--- src/rtl/ifetch_pkg.sv ---
// Shared fetch-side definitions: FSM state encoding and default widths/depths.
package riscv_pkg;

  localparam int DEF_XLEN       = 32;
  localparam int DEF_FIFO_DEPTH = 2;

  typedef enum logic [1:0] {
    IDLE  = 2'd0,
    REQ   = 2'd1,
    WAIT  = 2'd2,
    DRAIN = 2'd3
  } fetch_state_e;

endpackage

--- src/rtl/ifetch_if.sv ---
// Fetch-unit bus: pc/stall handshake toward the core, request/response toward
// instruction memory, and the instruction stream toward the decoder.
interface ifetch_if import riscv_pkg::*; #(
  parameter int XLEN = DEF_XLEN
) ();

  logic [XLEN-1:0] pc;
  logic            fetch_en;
  logic            fetch_stall;
  logic            flush;
  logic            imem_req;
  logic [XLEN-1:0] imem_addr;
  logic            imem_gnt;
  logic            imem_rvalid;
  logic [XLEN-1:0] imem_rdata;
  logic            instr_valid;
  logic [XLEN-1:0] instr;
  logic [XLEN-1:0] instr_pc;
  logic            instr_ready;

  modport master (
    input  pc, fetch_en, flush, imem_gnt, imem_rvalid, imem_rdata, instr_ready,
    output fetch_stall, imem_req, imem_addr, instr_valid, instr, instr_pc
  );

  modport slave (
    output pc, fetch_en, flush, imem_gnt, imem_rvalid, imem_rdata, instr_ready,
    input  fetch_stall, imem_req, imem_addr, instr_valid, instr, instr_pc
  );

endinterface

--- src/rtl/ifetch_fifo.sv ---
// Synchronous instruction buffer holding {pc, instr} entries in fetch order.
// Head output reads as zero whenever the buffer is empty.
module fetch_fifo #(
  parameter int DEPTH = 2,
  parameter int W     = 64
) (
  input  logic                     clk,
  input  logic                     rst,
  input  logic                     push,
  input  logic [W-1:0]             push_data,
  input  logic                     pop,
  input  logic                     clear,
  output logic [W-1:0]             head,
  output logic [$clog2(DEPTH):0]   count
);

  localparam int AW = $clog2(DEPTH);
  localparam int CW = AW + 1;

  logic [W-1:0]  mem [DEPTH];
  logic [AW-1:0] wr_ptr;
  logic [AW-1:0] rd_ptr;
  logic          do_push;
  logic          do_pop;

  assign do_pop  = pop && (count != '0);
  assign do_push = push && ((count != CW'(DEPTH)) || do_pop);

  // Pointer and occupancy bookkeeping; clear wins over push/pop
  always_ff @(posedge clk) begin
    if (!rst || clear) begin
      wr_ptr <= '0;
      rd_ptr <= '0;
      count  <= '0;
    end else begin
      if (do_push) wr_ptr <= wr_ptr + AW'(1);
      if (do_pop)  rd_ptr <= rd_ptr + AW'(1);
      case ({do_push, do_pop})
        2'b10:   count <= count + CW'(1);
        2'b01:   count <= count - CW'(1);
        default: count <= count;
      endcase
    end
  end

  // Entry storage; contents only matter while counted as valid
  always_ff @(posedge clk) begin
    if (do_push) mem[wr_ptr] <= push_data;
  end

  assign head = (count != '0) ? mem[rd_ptr] : '0;

endmodule

--- src/rtl/ifetch.sv ---
// Instruction fetch unit: one outstanding memory request at a time, responses
// buffered in a small FIFO, flush discards buffered and in-flight data.
module ifetch import riscv_pkg::*; #(
  parameter int FIFO_DEPTH = DEF_FIFO_DEPTH,
  parameter int XLEN       = DEF_XLEN
) (
  input  logic     clk,
  input  logic     rst,
  ifetch_if.master bus
);

  localparam int CW = $clog2(FIFO_DEPTH) + 1;

  fetch_state_e    state;
  fetch_state_e    state_nxt;
  logic            kill_q;
  logic            kill_nxt;
  logic            accept;
  logic            push;
  logic            pop;
  logic            room;
  logic            head_vld;
  logic [XLEN-1:0] addr_p0;
  logic [CW-1:0]   count;
  logic [2*XLEN-1:0] head;

  // A slot is free only if nothing is in flight, which holds in IDLE,
  // so checking occupancy at accept reserves the slot for the response.
  assign room     = (count < CW'(FIFO_DEPTH));
  assign head_vld = (count != '0);
  assign pop      = head_vld && bus.instr_ready;

  // State register; kill_q marks a request flushed while still awaiting gnt
  always_ff @(posedge clk) begin
    if (!rst) begin
      state  <= IDLE;
      kill_q <= 1'b0;
    end else begin
      state  <= state_nxt;
      kill_q <= kill_nxt;
    end
  end

  // Stage p0: fetch address captured at accept, held through REQ/WAIT
  always_ff @(posedge clk) begin
    if (accept) addr_p0 <= bus.pc;
  end

  // Next-state, accept and push decode
  always_comb begin
    state_nxt = state;
    kill_nxt  = kill_q;
    accept    = 1'b0;
    push      = 1'b0;
    case (state)
      IDLE: begin
        if (bus.fetch_en && !bus.flush && room) begin
          accept    = 1'b1;
          state_nxt = REQ;
          kill_nxt  = 1'b0;
        end
      end
      REQ: begin
        if (bus.imem_gnt) begin
          state_nxt = (kill_q || bus.flush) ? DRAIN : WAIT;
          kill_nxt  = 1'b0;
        end else if (bus.flush) begin
          kill_nxt  = 1'b1;
        end
      end
      WAIT: begin
        if (bus.imem_rvalid) begin
          state_nxt = IDLE;
          push      = !bus.flush;
        end else if (bus.flush) begin
          state_nxt = DRAIN;
        end
      end
      DRAIN: begin
        if (bus.imem_rvalid) state_nxt = IDLE;
      end
      default: begin
        state_nxt = IDLE;
        kill_nxt  = 1'b0;
      end
    endcase
  end

  fetch_fifo #(
    .DEPTH (FIFO_DEPTH),
    .W     (2*XLEN)
  ) u_fifo (
    .clk       (clk),
    .rst       (rst),
    .push      (push),
    .push_data ({addr_p0, bus.imem_rdata}),
    .pop       (pop),
    .clear     (bus.flush),
    .head      (head),
    .count     (count)
  );

  assign bus.fetch_stall = bus.fetch_en && !accept;
  assign bus.imem_req    = (state == REQ);
  assign bus.imem_addr   = (state == REQ) ? addr_p0 : '0;
  assign bus.instr_valid = head_vld;
  assign bus.instr_pc    = head[2*XLEN-1:XLEN];
  assign bus.instr       = head[XLEN-1:0];

endmodule

--- src/flat_wrapper.sv ---
// flat-port wrapper written by rule: the top's interface ports become plain ports
module ifetch_flat import riscv_pkg::*;
#(
  parameter int FIFO_DEPTH = DEF_FIFO_DEPTH,
  parameter int XLEN       = DEF_XLEN
)
  (clk, rst, bus_pc, bus_fetch_en, bus_flush, bus_imem_gnt, bus_imem_rvalid, bus_imem_rdata, bus_instr_ready, bus_fetch_stall, bus_imem_req, bus_imem_addr, bus_instr_valid, bus_instr, bus_instr_pc);
  ifetch_if #(.XLEN(XLEN)) bus_i ();
  input  logic clk;
  input  logic rst;
  input wire logic [$bits(bus_i.pc)-1:0] bus_pc;
  input wire logic [$bits(bus_i.fetch_en)-1:0] bus_fetch_en;
  input wire logic [$bits(bus_i.flush)-1:0] bus_flush;
  input wire logic [$bits(bus_i.imem_gnt)-1:0] bus_imem_gnt;
  input wire logic [$bits(bus_i.imem_rvalid)-1:0] bus_imem_rvalid;
  input wire logic [$bits(bus_i.imem_rdata)-1:0] bus_imem_rdata;
  input wire logic [$bits(bus_i.instr_ready)-1:0] bus_instr_ready;
  output wire logic [$bits(bus_i.fetch_stall)-1:0] bus_fetch_stall;
  output wire logic [$bits(bus_i.imem_req)-1:0] bus_imem_req;
  output wire logic [$bits(bus_i.imem_addr)-1:0] bus_imem_addr;
  output wire logic [$bits(bus_i.instr_valid)-1:0] bus_instr_valid;
  output wire logic [$bits(bus_i.instr)-1:0] bus_instr;
  output wire logic [$bits(bus_i.instr_pc)-1:0] bus_instr_pc;
  assign bus_i.pc = bus_pc;
  assign bus_i.fetch_en = bus_fetch_en;
  assign bus_i.flush = bus_flush;
  assign bus_i.imem_gnt = bus_imem_gnt;
  assign bus_i.imem_rvalid = bus_imem_rvalid;
  assign bus_i.imem_rdata = bus_imem_rdata;
  assign bus_i.instr_ready = bus_instr_ready;
  assign bus_fetch_stall = bus_i.fetch_stall;
  assign bus_imem_req = bus_i.imem_req;
  assign bus_imem_addr = bus_i.imem_addr;
  assign bus_instr_valid = bus_i.instr_valid;
  assign bus_instr = bus_i.instr;
  assign bus_instr_pc = bus_i.instr_pc;
  ifetch #(.FIFO_DEPTH(FIFO_DEPTH), .XLEN(XLEN)) u_core (.clk(clk), .rst(rst), .bus(bus_i));
endmodule
--- config.mk ---
export PLATFORM = sky130hd
export DESIGN_NAME = ifetch_flat
export DESIGN_NICKNAME = d
export VERILOG_FILES = /design/src/rtl/ifetch_pkg.sv /design/src/rtl/ifetch_if.sv /design/src/rtl/ifetch_fifo.sv /design/src/rtl/ifetch.sv /design/src/flat_wrapper.sv
export SDC_FILE = /design/constraint.sdc
export NUM_CORES = 1
export LEC_CHECK = 0
export ABC_AREA = 1
export BUFFER_PORTS_ARGS = -buffer_cell sky130_fd_sc_hd__buf_4
export CAP_MARGIN = 20
export CORE_MARGIN = 2
export CORE_UTILIZATION = 52
export CTS_BUF_LIST = sky130_fd_sc_hd__clkbuf_8 sky130_fd_sc_hd__clkbuf_16
export DETAILED_ROUTE_END_ITERATION = 6
export PLACE_DENSITY_LB_ADDON = 0.08
export SYNTH_ARGS = -nofsm -noshare
export SYNTH_HDL_FRONTEND = slang
export SYNTH_SLANG_ARGS = --single-unit
--- constraint.sdc ---
create_clock -name clk -period 5.1 [get_ports clk]
set_clock_uncertainty 0.1 [all_clocks]
set_input_delay 1.02 -clock clk [delete_from_list [all_inputs] [get_ports clk]]
set_output_delay 1.02 -clock clk [all_outputs]
set_load 0.02 [all_outputs]
==> metrics.md, run 1 <==
| Metric | Value |
|---|---|
| First-pass GRT wire length | `20180 µm` |
| FP Rows | `40` |
| Clk sink count | `168` |
| Routed WL per cell | `15.34 µm` |
| Max-cap violation count | `0` |
| Multi-input gate area in the final layout | `0.001232 mm²` |
| DRC viols | `0` |
| GRT Overall Usage | `20.18%` |
| Crit. End Element | `output port` |
| Grt total ovfl | `0` |
| Yosys top cell by area | `edfxtp_1` |
| WL final | `13280 µm` |
| Average cell area after synthesis | `12.61 µm²` |
| Die X | `115.7 µm` |
| 1st-pass router iterations | `4` |
| Largest net degree at the start of global routing | `65` |
| RSZ-0062 raised after global routing | `false` |
| Setup violators final | `0` |
| Initial antenna violation count | `0` |
| Req. time, crit path | `3980 ps` |
| Outcome | `finished clean` |
| H-tree lvl count | `4` |
| Worst Path Max Fanout | `34` |
| Antenna Cells | `0` |
| Top cells by area, synth | `edfxtp_1 74%, nand2_1 7.9%, a21oi_1 5.4%` |
| CP Launch Type | `flop` |
| Crit path time final | `3372 ps` |
| Drt first-iter violations | `333` |
| Non-Filler Cell Area, Final | `0.008494 mm²` |
| Final cell count without fillers | `866` |
| Max Fclk | `296.5 MHz` |
| Gate Count Post-Synth | `514` |
| Detailed placer's ending HPWL | `8172 µm` |
| Synthesized Nets | `585` |
| Number of buffers created by CTS | `17` |
| CTS tree | `done` |
| Final Hold Vio Count | `0` |
| Total power | `0.003490 W` |
| Clk root buf | `clkbuf_16` |
| Share of cells above drive strength 1 | `32.23%` |
| Hold WC Path Type | `flop to flop` |
| Mapped Area | `0.006482 mm²` |
| Initial Util | `53.52%` |
| Buffer count from post-CTS setup fixing | `0` |
| Top cell type's share of synthesized area | `74.12%` |
| Pins over their slew limit | `0` |
| Fill cells | `891` |
| Inst Count DP | `833` |
| Routability congestion estimate | `0.7357` |
| Latest clock arrival within the worst-skew pair | `420 ps` |
| Vias/cell | `4.895` |
| Crit path arrival time | `2250 ps` |
| Port bufs | `169` |
| Sequential cell area | `0.004966 mm²` |
| Worst-case clock buffer depth | `2` |
| Critical path class | `flop to output port` |
| Vias | `4239` |
| Leak | `3.465 nW` |
| TNS Setup | `0 ps` |
| Vias in the first global route | `4144` |
| Layout area overhead | `31.04%` |
| Nets | `756` |
| PostCTS Resize Cnt | `0` |
| Distinct cells, synth | `24` |
| DIE AREA | `0.01337 mm²` |
| Number of I/O pins | `170` |
| Area after DPL | `0.007889 mm²` |
| Core Area | `0.01211 mm²` |
| Final ANT Viol Nets | `0` |
| Die Height | `115.7 µm` |
| Worst-path clk slew | `60 ps` |
| Hold Buf Count CTS | `0` |
| Worst slew margin | `44.59%` |
| Period Utilization, post-route | `66.13%` |
| Cell Pwr Density | `410.8 mW/mm²` |
| Hold Worst Slack | `347.9 ps` |
| Least-Margin Pin Slew | `829.1 ps` |
| IR Drop Worst-Case VDD | `0.3362 mV` |
| FF+latch count, synth | `168` |
| Register area share after synthesis | `76.59%` |
| Ys Warns | `0` |
[power by group]
group | switching (W) | total [W] | internal, W
combinational | 0.000364 | 0.000570 | 0.000207
sequential | 0.0000504 | 0.00167 | 0.00162
clock | 0.000489 | 0.00125 | 0.000760
total | 0.000903 | 0.00349 | 0.00259
[kinds of logic after synthesis]
| group | Yosys count | synth area share, % |
|---|---|---|
| compound gates | 80 | 6.311 |
| buf+inv | 69 | 4.825 |
| flops | 168 | 76.59 |
| simple gates | 197 | 12.28 |
[final timing paths]
path | from | to | slack, ps | cells after the start
hold reg to reg | u_core.u_fifo.rd_ptr$_SDFFE_PP0P_ | flop | 350 | 1
setup reg to reg | u_core.state[1]$_SDFFE_PN0P_ | u_core.u_fifo.mem[1][48]$_DFFE_PP_ | 2580 | 5
setup / recovery | u_core.u_fifo.count[1]$_SDFFE_PP0P_ | bus_instr[0] | 1730 | 4
hold / removal | u_core.u_fifo.rd_ptr$_SDFFE_PP0P_ | flop | 350 | 1
[layer usage]
| metal | global-route usage [%] | up-vias | wire length, µm |
|---|---|---|---|
| met5 | 0 | - | 0 |
| met1 | 26.36 | 1982 | 5451 |
| li1 | - | 2092 | - |
| met3 | 5.858 | 12 | 1067 |
| met4 | 8.095 | 0 | 163 |
| met2 | 32.24 | 153 | 6601 |
[metrics by stage]
step / utilization, % / worst slack (ps)
6_report: 70.13 / 1728
5_1_grt: 70.13 / 1561
4_1_cts: 69.97 / 1693
3_5_place_dp: 65.13 / 1849
3_3_place_gp: 65.13 / 1923
2_1_floorplan: - / 67.89
[synthesized netlist by cell type]
master	number
nand2_4	1
a31oi_1	2
nand2_1	137
nand2_2	5
nor3_1	2
clkinv_2	1
a21oi_1	70
o21ai_2	1
o21ai_0	3
nand3_2	2
inv_1	41
buf_4	7
buf_2	3
o21a_1	1
edfxtp_1	160
nand3_1	3
dfxtp_1	8
inv_2	4
nor2_1	44
clkbuf_1	10
o21ai_1	3
buf_6	3
nor2_4	2
nor2_2	1
[final cells by class]
class                      count  area share [%]
clock buffer                  17           5.008
clock inverter                15           1.885
inverter                      46           2.047
multi-input combinational    277           14.51
sequential                   168           58.46
tap                          168           2.475
timing repair buffer         175           15.61
[critical path, stage by stage, from the launching register on]
cell and delay (ps):
dfxtp_1 370, nor2_4 680, buf_4 480, a21oi_1 110, buf_4 180
[sequential cells by signal, indices dropped and copies added, names as in the netlist, named ones only]
register              flops
u_core.u_fifo.mem       128
u_core.addr_p0           32
u_core.state              2
u_core.u_fifo.count       2
u_core.kill_q             1
u_core.u_fifo.rd_ptr      1
u_core.u_fifo.wr_ptr      1
[placed cells by master, fill, tap and decap left out]
cell,count
buf_4,174
edfxtp_1,160
nand2_1,137
a21oi_1,70
inv_1,41
nor2_1,41
clkbuf_16,17
dfxtp_1,7
nor2_4,5
nand2_2,5
inv_2,4
clkinv_2,4
clkinv_1,4
nand3_1,3
o21ai_0,3
o21ai_1,3
clkinvlp_4,3
bufinv_16,3
a31oi_1,2
nand3_2,2
clkinv_4,2
nor2_2,1
nor3_2,1
nand2_4,1
o21ai_2,1
o21a_1,1
nor3_1,1
dfxtp_2,1
buf_12,1
(Power assumes the default switching activity.)
==> run 2, diff against run 1 <==
ABC_AREA = 0   (was 1)
clock period = 3.3 ns   (was 5.1 ns; I/O delays follow)
==> run 2 against run 1 <==
  * Cell count decreased by 16%
  * Combinational power decreased by 62%
  * Flip-flop and latch count unchanged
  * Design area decreased by 1.2%
==> metrics.md, run 2 <==
| Metric | Value |
|---|---|
| Crit path arrival time | `1910 ps (-340 ps)` |
| Crit. End Element | `output port` |
| Yosys top cell by area | `edfxtp_1` |
| Initial antenna violation count | `0 (unchanged)` |
| Routed WL per cell | `16.73 µm (+9.0%)` |
| Vias | `3654 (-14%)` |
| Nets | `638 (-16%)` |
| EDFF count, synth | `160 (unchanged)` |
| Period Utilization, post-route | `80.81%` |
| Grt total ovfl | `0 (unchanged)` |
| Port bufs | `169 (unchanged)` |
| Layout area overhead | `31.61%` |
| Crit path time final | `2667 ps` |
| Final Hold Vio Count | `0 (unchanged)` |
| Synthesized Nets | `459 (-22%)` |
| IR Drop Worst-Case VDD | `0.3610 mV (+7.4%)` |
| Top cell type's share of synthesized area | `75.35% (+1.2 points)` |
| Die Height | `114.7 µm (-0.80%)` |
| Req. time, crit path | `2540 ps (-1440 ps)` |
| Worst Path Max Fanout | `33 (-2.9%)` |
| Most common cell after layout, fill and taps aside | `buf_4` |
| Worst-path clk slew | `60 ps (about the same)` |
| Register area share after synthesis | `77.86% (+1.3 points)` |
| DIE AREA | `0.01316 mm² (-1.6%)` |
| Latest clock arrival within the worst-skew pair | `420 ps (about the same)` |
| Final ANT Viol Nets | `0 (unchanged)` |
| Detailed placer's ending HPWL | `7948 µm (-2.7%)` |
| Pins over their slew limit | `0 (unchanged)` |
| Largest net degree at the start of global routing | `52 (-20%)` |
| Synth cell count leaders | `160 x edfxtp_1, 74 x nor2_1, 65 x mux2i_1` |
| Ys Warns | `0 (unchanged)` |
| Leak | `3.115 nW (-10%)` |
| Critical Path End | `bus_instr_valid` |
| TNS Setup | `0 ps (unchanged)` |
| 1st-pass router iterations | `4 (unchanged)` |
| Hold WC Path Type | `input pin to flop` |
| DRC viols | `0 (unchanged)` |
| Final cell count without fillers | `724 (-16%)` |
| Regs by FF count | `u_core.u_fifo.mem: 128 flops, u_core.addr_p0: 32 flops` |
| Buffer count from post-CTS setup fixing | `0 (unchanged)` |
| R2r worst-path depth | `4 (-1)` |
| Fraction of registers with async set/reset | `0% (unchanged)` |
| Most common cell in the synthesized netlist | `edfxtp_1` |
| Largest Register | `u_core.u_fifo.mem` |
| Mapped Area | `0.006376 mm² (-1.6%)` |
| Worst-case clock buffer depth | `2 (unchanged)` |
| Max-cap violation count | `0 (unchanged)` |
| Number of flip-flops in the largest register | `128 (unchanged)` |
| Average cell area after synthesis | `16.43 µm² (+30%)` |
| Setup violators final | `0 (unchanged)` |
| Distinct cells, synth | `24 (unchanged)` |
| Number of buffers created by CTS | `17 (unchanged)` |
| Multi-input gate area in the final layout | `0.001344 mm² (+9.0%)` |
| H-tree lvl count | `4 (unchanged)` |
| Worst R2R Start | `u_core.state[1]$_SDFFE_PN0P_` |
| Die X | `114.7 µm (-0.80%)` |
| Routability congestion estimate | `0.7815 (+6.2%)` |
| Fill cells | `820 (-8.0%)` |
| Share of cells above drive strength 1 | `36.05% (+3.8 points)` |
| Clk root buf | `clkbuf_16` |
| Gate Count Post-Synth | `388 (-25%)` |
| Inst Count DP | `695 (-17%)` |
| Hold Buf Count CTS | `0 (unchanged)` |
| Clk sink count | `168 (unchanged)` |
| Worst slew margin | `67.24% (+23 points)` |
| Drt first-iter violations | `176 (-47%)` |
| Antenna Cells | `0 (unchanged)` |
| FF+latch count, synth | `168 (unchanged)` |
| R2r endpoint | `u_core.u_fifo.mem[0][17]$_DFFE_PP_` |
| CTS tree | `done` |
| Vias/cell | `5.047 (+3.1%)` |
| Outcome | `finished clean` |
| Initial Util | `53.08% (-0.44 points)` |
| PostCTS Resize Cnt | `0 (unchanged)` |
| Commonest cells after routing, fill and taps aside | `174 x buf_4, 160 x edfxtp_1, 72 x nor2_1` |
| Least-Margin Pin Slew | `490.3 ps (-338.8 ps)` |
| Ys flop type | `edfxtp_1` |
| WL final | `12110 µm (-8.8%)` |
| Critical path class | `flop to output port` |
| Top cells by area, synth | `edfxtp_1 75%, mux2i_1 10%, nor2_1 4.4%` |
| Max Fclk | `375.0 MHz` |
| Sequential cell area | `0.004969 mm² (about the same)` |
| First-pass GRT wire length | `18260 µm (-9.5%)` |
| Cell Pwr Density | `512.6 mW/mm² (+25%)` |
| CP Launch Type | `flop` |
| RSZ-0062 raised after global routing | `false` |
| GRT Overall Usage | `18.83% (-1.4 points)` |
| FP Rows | `40 (unchanged)` |
| Beginning of the critical path | `u_core.u_fifo.count[1]$_SDFFE_PP0P_` |
| Number of I/O pins | `170 (unchanged)` |
| R2R setup slack | `1040 ps (-1540 ps)` |
| Vias in the first global route | `3726 (-10%)` |
| Core Area | `0.01201 mm² (-0.83%)` |
[run 2: cell count changes in the layout (fill, tap and decap cells not counted), sizes merged, moves of 3 or more]
cell / delta
nand2: -137
a21oi: -66
mux2i: +65
inv: -37
and2: +34
nor2: +27
o21ai: -6
clkinv: -5
nand3: -5
buf: +3
clkinvlp: -3
nor2b: +3
[run 2: how the worst min path moves through the flow]
| stage | to | from | slack, ps | depth (start not counted) |
|---|---|---|---|---|
| after global placement | u_core.u_fifo.mem[0][51]$_DFFE_PP_ | u_core.addr_p0[19]$_DFFE_PP_ | 340 | 0 |
| final | u_core.addr_p0[21]$_DFFE_PP_ | bus_pc[21] | 320 | 1 |
| after global routing | u_core.addr_p0[21]$_DFFE_PP_ | bus_pc[21] | 300 | 1 |
| after detailed placement | u_core.u_fifo.mem[1][32]$_DFFE_PP_ | u_core.addr_p0[0]$_DFFE_PP_ | 350 | 0 |
| after CTS | u_core.addr_p0[26]$_DFFE_PP_ | bus_pc[26] | 300 | 1 |
| after floorplan | u_core.u_fifo.mem[0][32]$_DFFE_PP_ | u_core.addr_p0[0]$_DFFE_PP_ | 340 | 0 |
[run 2: logic make-up after synthesis]
logic type / count (synthesis) / share of synthesized area (%)
DFF: 168 / 77.86
and+or+nand+nor: 123 / 9.145
muxes: 65 / 10.20
buffers and inverters: 20 / 1.492
AOI/OAI and AO/OA: 9 / 0.8830
xor gates and xnor gates: 3 / 0.4122
[run 2: layout make-up]
cell class	instances	share of cell area [%]
clock buffer	17	5.069
clock inverter	12	0.9095
inverter	2	0.08946
multi-input combinational	200	16.01
sequential	168	59.21
tap	147	2.192
timing repair buffer	178	16.52
[run 2: critical path, cell delays in order, from the launching register on]
cell	delay (ps)
dfxtp_1	410
nor2_4	330
buf_4	410
inv_1	140
buf_4	180
[run 2: where the power goes]
part | internal [W] | leakage [nW] | switching (W) | total (W)
Sequential | 0.00237 | 1.51 | 0.0000181 | 0.00239
Clock | 0.000996 | 0.273 | 0.000703 | 0.00170
Combinational | 0.000109 | 1.33 | 0.000108 | 0.000217
[run 2: per-layer routing]
| layer | GRT usage [%] | vias to the layer above | wire length [µm] |
|---|---|---|---|
| met5 | 0 | - | 0 |
| met1 | 22.11 | 1740 | 4910 |
| met4 | 8.193 | 0 | 228 |
| met3 | 6.747 | 14 | 899 |
| met2 | 31.52 | 133 | 6070 |
| li1 | - | 1767 | - |
[run 2: through the flow]
step	hold WS, ps	utilization [%]	worst slack, ps	instance area [µm²]	total power [W]
4_1_cts	299.9	69.86	616.6	8392	0.004334
3_5_place_dp	354.2	65.69	650.6	7890	0.002649
3_3_place_gp	345.0	65.69	708.5	7890	0.002643
2_1_floorplan	336.2	-	101.5	6386	0.002510
5_1_grt	299.9	69.86	523.5	8392	0.004430
6_report	315.2	69.86	633.2	8392	0.004302
==> run 3, diff against run 2 <==
clock period = 2.8 ns   (was 3.3 ns; I/O delays follow)
==> run 3 against run 2 <==
  * Critical endpoint is now bus_instr[21]
  * Highest routed layer unchanged
  * Utilization grew 0.50 points
  * Clock power grew 25%
  * Clock-buffer cell count up 3
==> metrics.md, run 3 (synthesis results as in run 2) <==
| Metric | Value |
|---|---|
| Critical path class | `flop to output port` |
| Number of flip-flops in the largest register | `128 (unchanged)` |
| CP Launch Type | `flop` |
| Vias | `3730 (+2.1%)` |
| Drt first-iter violations | `222 (+26%)` |
| Initial Util | `53.08% (unchanged)` |
| Buffer count from post-CTS setup fixing | `0 (unchanged)` |
| Max Fclk | `399.1 MHz` |
| Share of cells above drive strength 1 | `36.32% (+0.27 points)` |
| Worst-case clock buffer depth | `2 (unchanged)` |
| Die X | `114.7 µm (unchanged)` |
| Worst Path Max Fanout | `24 (-27%)` |
| Buf+Inv Stages, Crit Path | `2 (-1)` |
| RSZ-0062 raised after global routing | `false` |
| Clk root buf | `clkbuf_16` |
| Number of I/O pins | `170 (unchanged)` |
| Outcome | `finished clean` |
| Hold Buf Count CTS | `0 (unchanged)` |
| Routability congestion estimate | `0.7733 (-1.0%)` |
| Vias/cell | `5.124 (+1.5%)` |
| Antenna Cells | `0 (unchanged)` |
| First-pass GRT wire length | `19070 µm (+4.4%)` |
| Layout area overhead | `32.56%` |
| H-tree lvl count | `4 (unchanged)` |
| Hold WC Path Type | `input pin to flop` |
| TNS Setup | `0 ps (unchanged)` |
| Setup violators final | `0 (unchanged)` |
| GRT Overall Usage | `19.71% (+0.88 points)` |
| CP dominant cell by count | `buf_4` |
| Grt total ovfl | `0 (unchanged)` |
| Crit path time final | `2506 ps` |
| Latest clock arrival within the worst-skew pair | `430 ps (about the same)` |
| Number of buffers created by CTS | `17 (unchanged)` |
| DRC viols | `0 (unchanged)` |
| Worst-path clk slew | `60 ps (about the same)` |
| Crit. End Element | `output port` |
| Vias in the first global route | `3785 (+1.6%)` |
| CTS tree | `done` |
| Final Hold Vio Count | `0 (unchanged)` |
| Nets | `639 (+0.16%)` |
| Req. time, crit path | `2140 ps (-400 ps)` |
| Cell Pwr Density | `614.7 mW/mm² (+20%)` |
| Clk sink count | `168 (unchanged)` |
| DIE AREA | `0.01316 mm² (unchanged)` |
| Period Utilization, post-route | `89.49%` |
| Max stage delay cell, worst path | `dfxtp_4` |
| PostCTS Resize Cnt | `0 (unchanged)` |
| Routed WL per cell | `17.48 µm (+4.5%)` |
| Crit path arrival time | `1850 ps (-60 ps)` |
| Final ANT Viol Nets | `0 (unchanged)` |
| Port bufs | `169 (unchanged)` |
| Detailed placer's ending HPWL | `7989 µm (+0.52%)` |
| Largest Register | `u_core.u_fifo.mem` |
| Top cell family by delay on the critical path | `flip-flops` |
| Leak | `3.154 nW (+1.3%)` |
| Largest net degree at the start of global routing | `66 (+27%)` |
| Max-cap violation count | `0 (unchanged)` |
| Die Height | `114.7 µm (unchanged)` |
| Initial antenna violation count | `0 (unchanged)` |
| FP Rows | `40 (unchanged)` |
| Regs by FF count | `u_core.u_fifo.mem: 128 flops, u_core.addr_p0: 32 flops` |
| Pins over their slew limit | `0 (unchanged)` |
| 1st-pass router iterations | `4 (unchanged)` |
| Least-Margin Pin Slew | `453.3 ps (-37.04 ps)` |
| Worst path max stage delay | `620 ps (+210 ps)` |
| Worst slew margin | `69.78% (+2.5 points)` |
| IR Drop Worst-Case VDD | `0.3648 mV (+1.1%)` |
| Most common cell after layout, fill and taps aside | `buf_4` |
| Core Area | `0.01201 mm² (unchanged)` |
| Commonest cells after routing, fill and taps aside | `174 x buf_4, 160 x edfxtp_1, 72 x nor2_1` |
| Crit-path cells | `buf_4, mux2i_1, nor2_1, buf_4` |
| Hold Worst Slack | `206.3 ps (-109.0 ps)` |
| WL final | `12730 µm (+5.1%)` |
## run 3: cell count changes in the layout (fill, tap and decap cells not counted)
cell      delta
clkbuf_8     +3
inv_1        +2
buf_12       +1
clkinv_1     -1
clkinv_2     -1
## run 3: final timing paths
| check | end | start | cells after the start | slack, ps |
|---|---|---|---|---|
| max | bus_instr[21] | flop | 4 | 290 |
| min | u_core.addr_p0[1]$_DFFE_PP_ | bus_pc[1] | 1 | 210 |
| max reg2reg | u_core.u_fifo.mem[0][3]$_DFFE_PP_ | u_core.state[1]$_SDFFE_PN0P_ | 4 | 680 |
| min reg2reg | u_core.u_fifo.mem[0][37]$_DFFE_PP_ | u_core.addr_p0[5]$_DFFE_PP_ | 0 | 360 |
## run 3: report_power, final
| part | internal (W) | switching (W) | total, W |
|---|---|---|---|
| logic | 0.000128 | 0.000131 | 0.000259 |
| clock network | 0.00126 | 0.000865 | 0.00213 |
| registers | 0.00279 | 0.0000215 | 0.00281 |
| total | 0.00418 | 0.00102 | 0.00520 |
## run 3: layer usage
layer | part of all wire (%) | global-route usage (%)
met1 | 42 | 24.31
met2 | 50 | 32.39
met3 | 6.2 | 5.904
met4 | 2.1 | 9.076
met5 | 0 | 0
## run 3: area by class of cell
class	count	area (µm²)
multi-input combinational	200	1344
timing repair buffer	179	1406
sequential	168	4969
clock buffer	20	466.7
clock inverter	12	75.07
inverter	2	7.507
tap	147	183.9
fill	839	3560
## run 3: metrics by stage
stage	area, µm²	worst slack [ps]	utilization, %	std cells	power [W]
final	8452	294.3	70.36	728	0.005196
after floorplan	6387	169.8	-	388	0.002958
after detailed placement	7910	437.0	65.85	696	0.003124
after CTS	8452	259.9	70.36	728	0.005237
after global routing	8452	178.8	70.36	728	0.005343
after global placement	7910	479.3	65.85	696	0.003113
